**config.mk**
```make
export PLATFORM = sky130hd
export DESIGN_NAME = display_scanner
export DESIGN_NICKNAME = d
export VERILOG_FILES = /design/src/rtl/display_scanner_pkg.sv /design/src/rtl/display_scanner_tick.sv /design/src/rtl/display_scanner.sv
export SDC_FILE = /design/constraint.sdc
export NUM_CORES = 1
export LEC_CHECK = 0
export CAP_MARGIN = 10
export CORE_ASPECT_RATIO = 0.8
export CORE_MARGIN = 5
export CORE_UTILIZATION = 35
export DETAILED_ROUTE_END_ITERATION = 7
export PLACE_DENSITY_LB_ADDON = 0.15
export SYNTH_ARGS = -nofsm -noshare
export SYNTH_HDL_FRONTEND = slang
export SYNTH_HIERARCHICAL = 1
export SYNTH_SLANG_ARGS = --single-unit
```
**constraint.sdc**
```tcl
create_clock -name clk -period 2.91 [get_ports clk]
set_input_delay 0.291 -clock clk [delete_from_list [all_inputs] [get_ports clk]]
set_output_delay 0.291 -clock clk [all_outputs]
set_load 0.03 [all_outputs]
```
**src/rtl/display_scanner_pkg.sv**
```systemverilog
// Shared types and constants for the multiplexed BCD display scanner.
package display_scanner_pkg;

  typedef enum logic [1:0] {
    IDLE = 2'd0,
    SCAN = 2'd1,
    LAMP = 2'd2
  } state_t;

  localparam int NUM_DIGITS = 4;
  localparam int BCD_MAX    = 9;

  // A load word is displayable only if every nibble is a decimal digit.
  function automatic logic bcd_valid(input logic [4*NUM_DIGITS-1:0] v);
    logic ok;
    ok = 1'b1;
    for (int k = 0; k < NUM_DIGITS; k++) begin
      if (v[4*k +: 4] > 4'(BCD_MAX)) ok = 1'b0;
    end
    return ok;
  endfunction

endpackage

```
**src/rtl/display_scanner_tick.sv**
```systemverilog
// Digit-slot prescaler: one-cycle tick every DIV clocks, restartable via clr.
module scan_tick #(
  parameter int DIV = 50000
) (
  input  logic clk,
  input  logic rst_n,
  input  logic clr,
  output logic tick
);

  localparam int CW = (DIV > 1) ? $clog2(DIV) : 1;
  localparam logic [CW-1:0] LAST = CW'(DIV - 1);

  logic [CW-1:0] cnt;

  always_ff @(posedge clk or negedge rst_n) begin
    if (!rst_n) begin
      cnt <= '0;
    end else if (clr || (cnt == LAST)) begin
      cnt <= '0;
    end else begin
      cnt <= cnt + 1'b1;
    end
  end

  // A clear in the same cycle swallows the tick so the restarted slot is full length.
  assign tick = (cnt == LAST) && !clr;

endmodule

```
**src/rtl/display_scanner.sv**
```systemverilog
// Four-digit BCD display scanner with frame-synchronous value update,
// leading-zero blanking and a frame-counted lamp test.
module display_scanner
  import display_scanner_pkg::*;
#(
  parameter int SCAN_DIV  = 50000,
  parameter int LT_FRAMES = 64
) (
  input  logic        clk,
  input  logic        rst_n,
  input  logic [15:0] value,
  input  logic        load,
  output logic        ready,
  output logic        err,
  input  logic        blank_en,
  input  logic        lamp_req,
  output logic [3:0]  data,
  output logic        LT,
  output logic        RBI,
  output logic        BI,
  output logic [3:0]  digit_sel
);

  localparam int FW = (LT_FRAMES > 1) ? $clog2(LT_FRAMES) : 1;
  localparam logic [FW-1:0] LT_LAST = FW'(LT_FRAMES - 1);

  state_t      state, state_nxt;
  logic [1:0]  idx, idx_nxt;
  logic [15:0] pend, pend_nxt;
  logic [15:0] active, active_nxt;
  logic        pend_full, pend_full_nxt;
  logic        ever, ever_nxt;
  logic [FW-1:0] lt_cnt, lt_cnt_nxt;
  logic        err_nxt;

  logic        tick, clr, acc, good, frame_end;

  // The prescaler idles cleared so every scan or lamp test starts on a full slot.
  assign clr = (state == IDLE) || lamp_req;

  scan_tick #(
    .DIV (SCAN_DIV)
  ) u_tick (
    .clk   (clk),
    .rst_n (rst_n),
    .clr   (clr),
    .tick  (tick)
  );

  assign acc       = load && !pend_full;
  assign good      = acc && bcd_valid(value);
  assign frame_end = tick && (idx == 2'd0);

  always_ff @(posedge clk or negedge rst_n) begin
    if (!rst_n) begin
      state     <= IDLE;
      idx       <= 2'd3;
      pend      <= '0;
      active    <= '0;
      pend_full <= 1'b0;
      ever      <= 1'b0;
      lt_cnt    <= '0;
      err       <= 1'b0;
    end else begin
      state     <= state_nxt;
      idx       <= idx_nxt;
      pend      <= pend_nxt;
      active    <= active_nxt;
      pend_full <= pend_full_nxt;
      ever      <= ever_nxt;
      lt_cnt    <= lt_cnt_nxt;
      err       <= err_nxt;
    end
  end

  always_comb begin
    state_nxt     = state;
    idx_nxt       = idx;
    pend_nxt      = pend;
    active_nxt    = active;
    pend_full_nxt = pend_full;
    ever_nxt      = ever;
    lt_cnt_nxt    = lt_cnt;
    err_nxt       = acc && !good;

    case (state)
      IDLE: begin
        if (good) begin
          active_nxt = value;
          ever_nxt   = 1'b1;
          state_nxt  = SCAN;
          idx_nxt    = 2'd3;
        end
      end
      SCAN, LAMP: begin
        if (tick) idx_nxt = idx - 2'd1;
        // Transfer before capture: a load on the frame-end cycle waits a whole frame.
        if (frame_end && pend_full) begin
          active_nxt    = pend;
          pend_full_nxt = 1'b0;
        end
        if (good) begin
          pend_nxt      = value;
          pend_full_nxt = 1'b1;
          ever_nxt      = 1'b1;
        end
        if ((state == LAMP) && frame_end) begin
          if (lt_cnt == LT_LAST) begin
            lt_cnt_nxt = '0;
            state_nxt  = ever_nxt ? SCAN : IDLE;
          end else begin
            lt_cnt_nxt = lt_cnt + 1'b1;
          end
        end
      end
      default: state_nxt = IDLE;
    endcase

    if (lamp_req) begin
      state_nxt  = LAMP;
      lt_cnt_nxt = '0;
      idx_nxt    = 2'd3;
    end
  end

  // Digit select and data both decode the single idx register.
  assign digit_sel = 4'b0001 << idx;
  assign data      = active[{idx, 2'b00} +: 4];
  assign BI        = (state == IDLE);
  assign LT        = (state == LAMP);
  assign ready     = !pend_full;

  logic z3, z2, z1;
  assign z3 = (active[15:12] == 4'd0);
  assign z2 = z3 && (active[11:8] == 4'd0);
  assign z1 = z2 && (active[7:4] == 4'd0);

  always_comb begin
    RBI = 1'b0;
    if ((state != IDLE) && blank_en) begin
      case (idx)
        2'd3:    RBI = z3;
        2'd2:    RBI = z2;
        2'd1:    RBI = z1;
        default: RBI = 1'b0;
      endcase
    end
  end

endmodule

```
==> results_dict.tcl, run 1 <==
set metrics [dict create \
    dpl_cell_area_um2 3707 \
    finalPower_uw 3442 \
    finalCritPeriodShare_pct 92.93 \
    cts_max_path_buffers 2 \
    root_buffer "clkbuf_16" \
    cp.required_ps 2620 \
    nFillCells 892 \
    yosys-top-cells-count "dfrtp_1 (59), a21oi_1 (41), nor2_1 (33), mux2i_1 (16), xnor2_1 (13)" \
    clock-sinks 61 \
    switching_share_pct 32.88 \
    irDropWorstVdd_uv 489.4 \
    nNetsFinal 372 \
    antenna_found_initial 0 \
    yosys_register_bits 61 \
    vias_per_cell 5.089 \
    power.internal_uw 2310 \
    synth_area_leaders "dfrtp_1 (45%), a21oi_1 (6.3%), mux2i_1 (4.9%), mux2_4 (4.2%), nor2_1 (3.8%)" \
    core_um2 9076 \
    cp.arrival_ps 2410 \
    wl_per_cell_um 15.50 \
    start_kind "flip-flop" \
    ant_nets 0 \
    initial_utilization_pct 35.79 \
    clk_latency_ps 320 \
    power_density_nw_per_um2 860.7 \
    drt_pass1_iterations 4 \
    pwr-share-comb_pct 33.0 \
    path_max_fanout 10 \
    ys_warn_count 6 \
    hold_viol 0 \
    die_x_um 117.7 \
    synth_edf_count 0 \
    syn_area_per_cell_um2 10.79 \
    setup.worst_path.end_class "output port" \
    cts_tree "built" \
    yosys.area.top_type "dfrtp_1" \
    grt-ovfl-total 0 \
    netlist_instances 301 \
    maxCapViolations 0 \
    pin_count 34 \
    setup_ws_ps 205.8 \
    slew_headroom_pct 66.89 \
    areaGrowthSynthToFinish_pct 23.11 \
    pwr-share-clk_pct 29.5 \
    yosysMostFrequentCell "dfrtp_1" \
    seqPwrFrac_pct 37.5 \
    grt_pass1_wl_mm 12.31 \
    rsz0062_at_grt "false" \
    grt_usage_pct 13.78 \
    cts.clk_slew.worst_paths_ps 50 \
    drtIter0Drc 77 \
    via_count 2346 \
    drt_wl_total_mm 7.145 \
    synthArstFlopShare_pct 100.0 \
    fin_crit_ps 2704 \
    power.leakage_uw 0.001751 \
    port-buffer-count 33 \
    status "completed" \
    numCtsBuffers 9 \
    fmax_mhz 369.8 \
    path_class "flip-flop to output port" \
    globalplace.congestion 0.7769 \
    post-route-cell-area_um2 3999 \
    fin_setup_tns_ps 0 \
    num_rows 31 \
    cts_max_level 3 \
    synth.net_count 331 \
    dp_hpwl_mm 4.944 \
    synth_cell_types 47 \
    dp_slack_ps 295.0 \
    fp.dieH_um 96.17 \
    grt_pass1_vias 2449 \
    hold_class "flip-flop to flip-flop" \
    switchingPower_uw 1132 \
    diodes 0 \
    yosysSeqAreaShare_pct 47.07 \
    drc_errors 0 \
    finClkSkew_ps 5.362 \
    synth-main-ff-cell "dfrtp_1" \
    drive_gt1_share_pct 16.76 \
    worst_pin_slew_ps 489.8 \
    netlist_area_um2 3248 \
    grt_max_degree 62 \
    synth_top_area_share_pct 45.45 \
    cts_setup_buffers 0 \
    die_area_um2 11320 \
    slew_viol_final 0 \
    finalSetupViolCount 0 \
]
-- area by class of cell --
class,count,area (µm²),area share [%]
tap,115,143.9,3.598
inverter,12,45.04,1.126
sequential,61,1529,38.24
multi-input combinational,215,1584,39.61
clock inverter,5,52.55,1.314
clock buffer,10,229.0,5.726
timing repair buffer,43,415.4,10.39
-- stage by stage --
stage / std cells / util (%) / hold slack, ps
floorplan: 301 / - / -4.591
global placement: 445 / 40.85 / 335.5
detailed placement: 445 / 40.85 / 331.1
CTS: 461 / 44.06 / 474.0
global route: 461 / 44.06 / 507.1
finish: 461 / 44.06 / 466.7
-- worst paths after layout --
path / start / end / slack, ps / depth (start not counted)
min in group asynchronous: rst_n / pend[4] / 500 / 3
worst max-delay path: idx[0] / RBI / 210 / 6
worst min-delay path: ever / ever / 470 / 2
worst max register to register: u_tick/cnt[0] / active[13] / 490 / 11
max in group asynchronous: rst_n / idx[1] / 2080 / 3
worst min register to register: ever / ever / 470 / 2
-- logic make-up (layout without fill, tap and decap cells) --
| kind of cell | after synthesis | count (layout) | synth area share [%] |
|---|---|---|---|
| xor+xnor | 16 | 16 | 4.315 |
| mux | 36 | 36 | 14.29 |
| flops | 61 | 61 | 47.07 |
| compound gates | 62 | 62 | 10.79 |
| fa+ha+maj | 9 | 9 | 3.467 |
| buf+inv | 25 | 70 | 4.160 |
| simple gates | 92 | 92 | 15.91 |
-- flip-flops by register name, summed over array words and instances (netlist names) --
name / flops
u_tick/cnt: 16
state: 2
lt_cnt: 6
active: 16
err: 1
ever: 1
idx: 2
pend_full: 1
pend: 16
-- routing by layer --
metal | global-route usage [%] | wire, µm | vias up
met5 | 0 | 0 | -
met4 | 5.540 | 94 | 0
met3 | 4.289 | 266 | 9
met2 | 21.85 | 3262 | 33
met1 | 17.71 | 3521 | 1146
li1 | - | - | 1158
-- placed cells by master, fill, tap and decap left out, types with 4 or more instances in the layout --
cell type	synthesis	final
a21oi_1	41	41
mux2_4	9	9
nand4_1	8	8
ha_1	9	9
mux2_2	7	7
dfrtp_1	59	59
clkdlybuf4s50_1	0	32
inv_1	12	12
nand3_1	9	9
nor2_1	33	33
o21ai_0	11	11
nor4_1	4	4
buf_4	1	8
clkbuf_16	0	9
mux2i_1	16	16
nand2_1	12	12
nor3_1	5	5
xnor2_1	13	13
mux4_2	4	4
-- worst max-delay path: stages, from the launching register on --
cell and delay (ps):
dfstp_2 670, inv_1 120, ha_1 300, nor2_1 130, nand4_1 90, nor2_1 110, clkdlybuf4s50_1 680
-- power groups by stage --
stage / Combinational (µW) / Sequential (µW) / Clock [µW]
detailed placement: 1150 / 1300 / 0
finish: 1140 / 1290 / 1010
CTS: 1160 / 1290 / 1050
global placement: 1140 / 1300 / 0
floorplan: 841 / 1250 / 0
global route: 1260 / 1320 / 1090
-- what timing repair did --
item / in CTS / in global routing
hold endpoints to repair: 59 / 0
hold buffers: 1 / 0
gates resized for setup: 0 / 0
Note: power is estimated with default switching activity, not from simulation.
==> run 2: changes to the inputs <==
--- a/config.mk
+++ b/config.mk
@@ -11,6 +11,7 @@
 export CORE_UTILIZATION = 35
 export DETAILED_ROUTE_END_ITERATION = 7
 export PLACE_DENSITY_LB_ADDON = 0.15
+export REMOVE_ABC_BUFFERS = 1
 export SYNTH_ARGS = -nofsm -noshare
 export SYNTH_HDL_FRONTEND = slang
 export SYNTH_HIERARCHICAL = 1
==> run 2 against run 1 <==
  * Sequential power is essentially flat
  * Non-clock buffer count is the same
  * Via count shrank 0.68%
  * Combinational power is essentially flat
  * Critical path depth is the same
  * Sequential cell count is the same
  * Die area is the same
  * Largest power group unchanged
  * Sequential share of layout area shrank 0.060 points
  * Largest cell class unchanged
  * Critical endpoint unchanged
  * Utilization grew 0.069 points
  * Clock power grew 5%
  * Critical path type unchanged
==> results_dict.tcl, run 2 (synthesized netlist as in run 1, its figures left out) <==
set metrics [dict create \
    crit_chain "inv_1, ha_1, nor2_1, nand4_1, nor2_1, clkdlybuf4s50_1" \
    grt-ovfl-total 0 \
    die_x_um 117.7 \
    worst_pin_slew_ps 580.6 \
    setup.worst_path.end_class "output port" \
    drt_wl_total_mm 7.135 \
    root_buffer "clkbuf_16" \
    nNetsFinal 372 \
    maxCapViolations 0 \
    final_cell_mix "dfrtp_1 (59), a21oi_1 (41), nor2_1 (33)" \
    irDropWorstVdd_uv 482.3 \
    cts.clk_slew.worst_paths_ps 50 \
    antenna_found_initial 0 \
    rsz0062_at_grt "false" \
    initial_utilization_pct 35.79 \
    post-route-cell-area_um2 4005 \
    cts_max_level 3 \
    clock-sinks 61 \
    globalplace.congestion 0.7460 \
    mostFrequentLayoutCell "dfrtp_1" \
    wl_per_cell_um 15.48 \
    fin_crit_ps 2721 \
    die_area_um2 11320 \
    grt_usage_pct 13.72 \
    grt_pass1_wl_mm 12.07 \
    fp.dieH_um 96.17 \
    drtIter0Drc 115 \
    cp.required_ps 2620 \
    power_density_nw_per_um2 870.4 \
    port-buffer-count 33 \
    path_class "flip-flop to output port" \
    finalSetupViolCount 0 \
    cpPeakStageDelay_ps 680 \
    nFillCells 888 \
    cts_tree "built" \
    cts_max_path_buffers 2 \
    num_rows 31 \
    status "completed" \
    ant_nets 0 \
    diodes 0 \
    dp_slack_ps 218.3 \
    areaGrowthSynthToFinish_pct 23.31 \
    vias_per_cell 5.054 \
    pin_count 34 \
    finalCritPeriodShare_pct 93.52 \
    fmax_mhz 367.5 \
    top_regs "active x16, pend x16, u_tick/cnt x16" \
    finClkSkew_ps 5.126 \
    numCtsBuffers 9 \
    path_max_fanout 10 \
    drc_errors 0 \
    hold_viol 0 \
    grt_max_degree 33 \
    core_um2 9076 \
    cp.arrival_ps 2430 \
    whs_ps 451.7 \
    setup_ws_ps 188.6 \
    drt_pass1_iterations 4 \
    via_count 2330 \
    power.leakage_uw 0.001754 \
    dpl_cell_area_um2 3695 \
    slew_headroom_pct 60.74 \
    clk_latency_ps 330 \
    grt_pass1_vias 2374 \
    fin_setup_tns_ps 0 \
    utilization_pct 44.13 \
    slew_viol_final 0 \
    slowest_stage "clkdlybuf4s50_1" \
    path_common_cell "nor2_1" \
    start_kind "flip-flop" \
    hold_class "flip-flop to flip-flop" \
    dp_hpwl_mm 5.077 \
    drive_gt1_share_pct 17.05 \
]
run 2: report_power, final:
| group | leakage [µW] | total, µW | switching, µW | internal (µW) |
|---|---|---|---|---|
| Combinational | 0.000847 | 1130 | 591 | 541 |
| Clock | 0.000147 | 1060 | 362 | 700 |
| Sequential | 0.000760 | 1290 | 181 | 1110 |
run 2: final timing paths:
kind | start | depth (start not counted) | end | slack [ps]
setup / recovery | idx[0] | 6 | RBI | 190
hold / removal | ever | 2 | ever | 450
setup reg to reg | u_tick/cnt[0] | 8 | lt_cnt[5] | 500
hold reg to reg | ever | 2 | ever | 450
max in group asynchronous | rst_n | 3 | idx[1] | 2050
min in group asynchronous | rst_n | 3 | lt_cnt[2] | 520
run 2: layout make-up:
type	count	area [µm²]	share of cell area (%)
clock buffer	11	252.7	6.311
clock inverter	4	47.55	1.187
inverter	12	45.04	1.125
multi-input combinational	215	1584	39.55
sequential	61	1529	38.18
tap	115	143.9	3.593
timing repair buffer	43	402.9	10.06
run 2: routing by layer:
| metal | routed length, µm | track usage [%] | part of all wire, % |
|---|---|---|---|
| met5 | 0 | 0 | 0 |
| met4 | 115 | 6.017 | 1.6 |
| met3 | 225 | 4.113 | 3.2 |
| met2 | 3207 | 21.19 | 45 |
| met1 | 3587 | 17.97 | 50 |
run 2: critical path: cells and delay by family, from the launching register on:
kind / cells / cell delay [ps]
buf+inv: 2 / 810
flops: 1 / 670
simple gates: 3 / 340
fa+ha+maj: 1 / 300
run 2: timing repair:
action                                 4_1_cts  5_1_grt
resized for setup                            0        0
buffers inserted                             0        0
hold buffers                                 1        0
endpoints found under the hold margin       25        0
run 2: through the flow:
step                std cells  power, µW
floorplan                 288       2042
global placement          445       2441
detailed placement        445       2446
CTS                       461       3539
global route              461       3707
finish                    461       3486
==> run 3: changes to the inputs <==
--- a/config.mk
+++ b/config.mk
@@ -5,11 +5,13 @@
 export SDC_FILE = /design/constraint.sdc
 export NUM_CORES = 1
 export LEC_CHECK = 0
+export ABC_CLOCK_PERIOD_IN_PS = 2910
 export CAP_MARGIN = 10
 export CORE_ASPECT_RATIO = 0.8
 export CORE_MARGIN = 5
 export CORE_UTILIZATION = 35
 export DETAILED_ROUTE_END_ITERATION = 7
+export GPL_TIMING_DRIVEN = 0
 export PLACE_DENSITY_LB_ADDON = 0.15
 export REMOVE_ABC_BUFFERS = 1
 export SYNTH_ARGS = -nofsm -noshare
==> run 3 against run 2 <==
  * Combinational power about the same
  * Die area did not move
  * Highest routed layer unchanged
  * Fmax is 0.18% higher
==> results_dict.tcl, run 3 (synthesized netlist as in run 1, its figures left out) <==
set metrics [dict create \
    status "completed" \
    drt_wl_total_mm 7.216 \
    cts_max_level 3 \
    dp_hpwl_mm 4.783 \
    grt_pass1_vias 2409 \
    r2r-start "u_tick/cnt[0]" \
    vias_per_cell 5.096 \
    fp.dieH_um 96.17 \
    finalPower_uw 3483 \
    pwr-share-clk_pct 30.2 \
    cts_max_path_buffers 2 \
    top_regs "active x16, pend x16, u_tick/cnt x16" \
    core_um2 9076 \
    pwr-share-comb_pct 32.9 \
    clock-sinks 61 \
    crit_chain "inv_1, ha_1, nor2_1, nand4_1, nor2_1, clkdlybuf4s50_1" \
    drive_gt1_share_pct 17.01 \
    drtIter0Drc 129 \
    via_count 2324 \
    grt-ovfl-total 0 \
    maxCapViolations 0 \
    worst_pin_slew_ps 809.5 \
    mostFrequentLayoutCell "dfrtp_1" \
    critPathTopFamily "buffers and inverters" \
    fin_setup_tns_ps 0 \
    pin_count 34 \
    switching_share_pct 32.79 \
    finClkSkew_ps 3.757 \
    port-buffer-count 33 \
    slowest_stage "clkdlybuf4s50_1" \
    dpl_cell_area_um2 3630 \
    cp.arrival_ps 2430 \
    hold_class "input pin to asynchronous set/reset pin" \
    hold_viol 0 \
    post-route-cell-area_um2 3971 \
    top_usage_layer "met2" \
    areaGrowthSynthToFinish_pct 22.27 \
    switchingPower_uw 1142 \
    drc_errors 0 \
    path_class "flip-flop to output port" \
    start_kind "flip-flop" \
    seqPwrFrac_pct 36.9 \
    cpPeakStageDelay_ps 680 \
    die_x_um 117.7 \
    drt_pass1_iterations 4 \
    fmax_mhz 368.1 \
    power_density_nw_per_um2 876.9 \
    grt_max_degree 62 \
    slew_headroom_pct 46.03 \
    numCtsBuffers 9 \
    setup_ws_ps 193.6 \
    whs_ps 43.62 \
    slew_viol_final 0 \
    cp-startpoint "idx[0]" \
    cts.clk_slew.worst_paths_ps 50 \
    nNetsFinal 366 \
    setup.worst_path.end_class "output port" \
    path_common_cell "nor2_1" \
    num_rows 31 \
    path_max_fanout 10 \
    final_cell_mix "dfrtp_1 (59), a21oi_1 (40), nor2_1 (32), clkdlybuf4s50_1 (32), mux2i_1 (16)" \
    dp_slack_ps -1270 \
    cts_tree "built" \
    diodes 0 \
    grt_usage_pct 14.08 \
    root_buffer "clkbuf_16" \
    grt_pass1_wl_mm 12.49 \
    path_buf_inv 2 \
    die_area_um2 11320 \
    finalSetupViolCount 0 \
    met1_usage_pct 19.23 \
    met3_usage_pct 4.994 \
    globalplace.congestion 0.7585 \
    antenna_found_initial 0 \
    power.internal_uw 2341 \
    wl_per_cell_um 15.82 \
    finalCritPeriodShare_pct 93.35 \
    gr-usage-met2_pct 20.90 \
    power.leakage_uw 0.001733 \
    clk_latency_ps 330 \
    initial_utilization_pct 35.79 \
    ant_nets 0 \
    irDropWorstVdd_uv 524.3 \
    cp.required_ps 2620 \
    fin_crit_ps 2716 \
    rsz0062_at_grt "false" \
]
-- run 3: area by class of cell --
class | instances | area [µm²]
Multi-Input combinational cell | 215 | 1603
Clock inverter | 5 | 50.05
Timing Repair Buffer | 37 | 357.8
Sequential cell | 61 | 1529
Inverter | 12 | 45.04
Clock buffer | 11 | 242.7
Fill cell | 911 | 5105
Tap cell | 115 | 143.9
-- run 3: metal layers --
layer | up-vias | routed length, µm
met4 | 0 | 65
met2 | 35 | 3240
met1 | 1140 | 3624
met5 | - | 0
met3 | 6 | 285
li1 | 1143 | -
-- run 3: worst reg2reg max path, cell delays in order, from the launching register on --
cell and delay [ps]:
dfrtp_1 400, ha_1 240, nand3_2 190, nor4_4 290
nand3_1 140, nor2_2 310, nand4_1 300, or3_1 440
a21oi_1 140
-- run 3: what timing repair did --
item	in CTS	in global routing
pin swaps	0	1
setup buffers	0	4
resized for setup	7	0
cloned	0	0
endpoints found under the setup margin	32	16
hold buffers	0	0
-- run 3: stage by stage --
stage	std cells	utilization [%]
6_report	456	43.76
5_1_grt	456	43.76
4_1_cts	452	43.42
3_5_place_dp	436	39.99
3_3_place_gp	436	40.02
2_1_floorplan	288	-
-- run 3: worst paths after layout --
kind	end	slack, ps	cells past startpoint
worst max-delay path	RBI	190	6
worst min-delay path	lt_cnt[4]	40	1
worst max register to register	lt_cnt[5]	370	8
worst min register to register	ever	450	2
max in group asynchronous	pend[0]	2340	1
min in group clk	ever	450	2
-- run 3: power by group through the flow --
stage                     combinational (µW)  sequential (µW)  clock (µW)
after floorplan                          793             1250           0
after global placement                  1110             1300           0
after detailed placement                1110             1300           0
after CTS                               1130             1290        1080
after global routing                    1290             1320        1130
final                                   1150             1290        1050
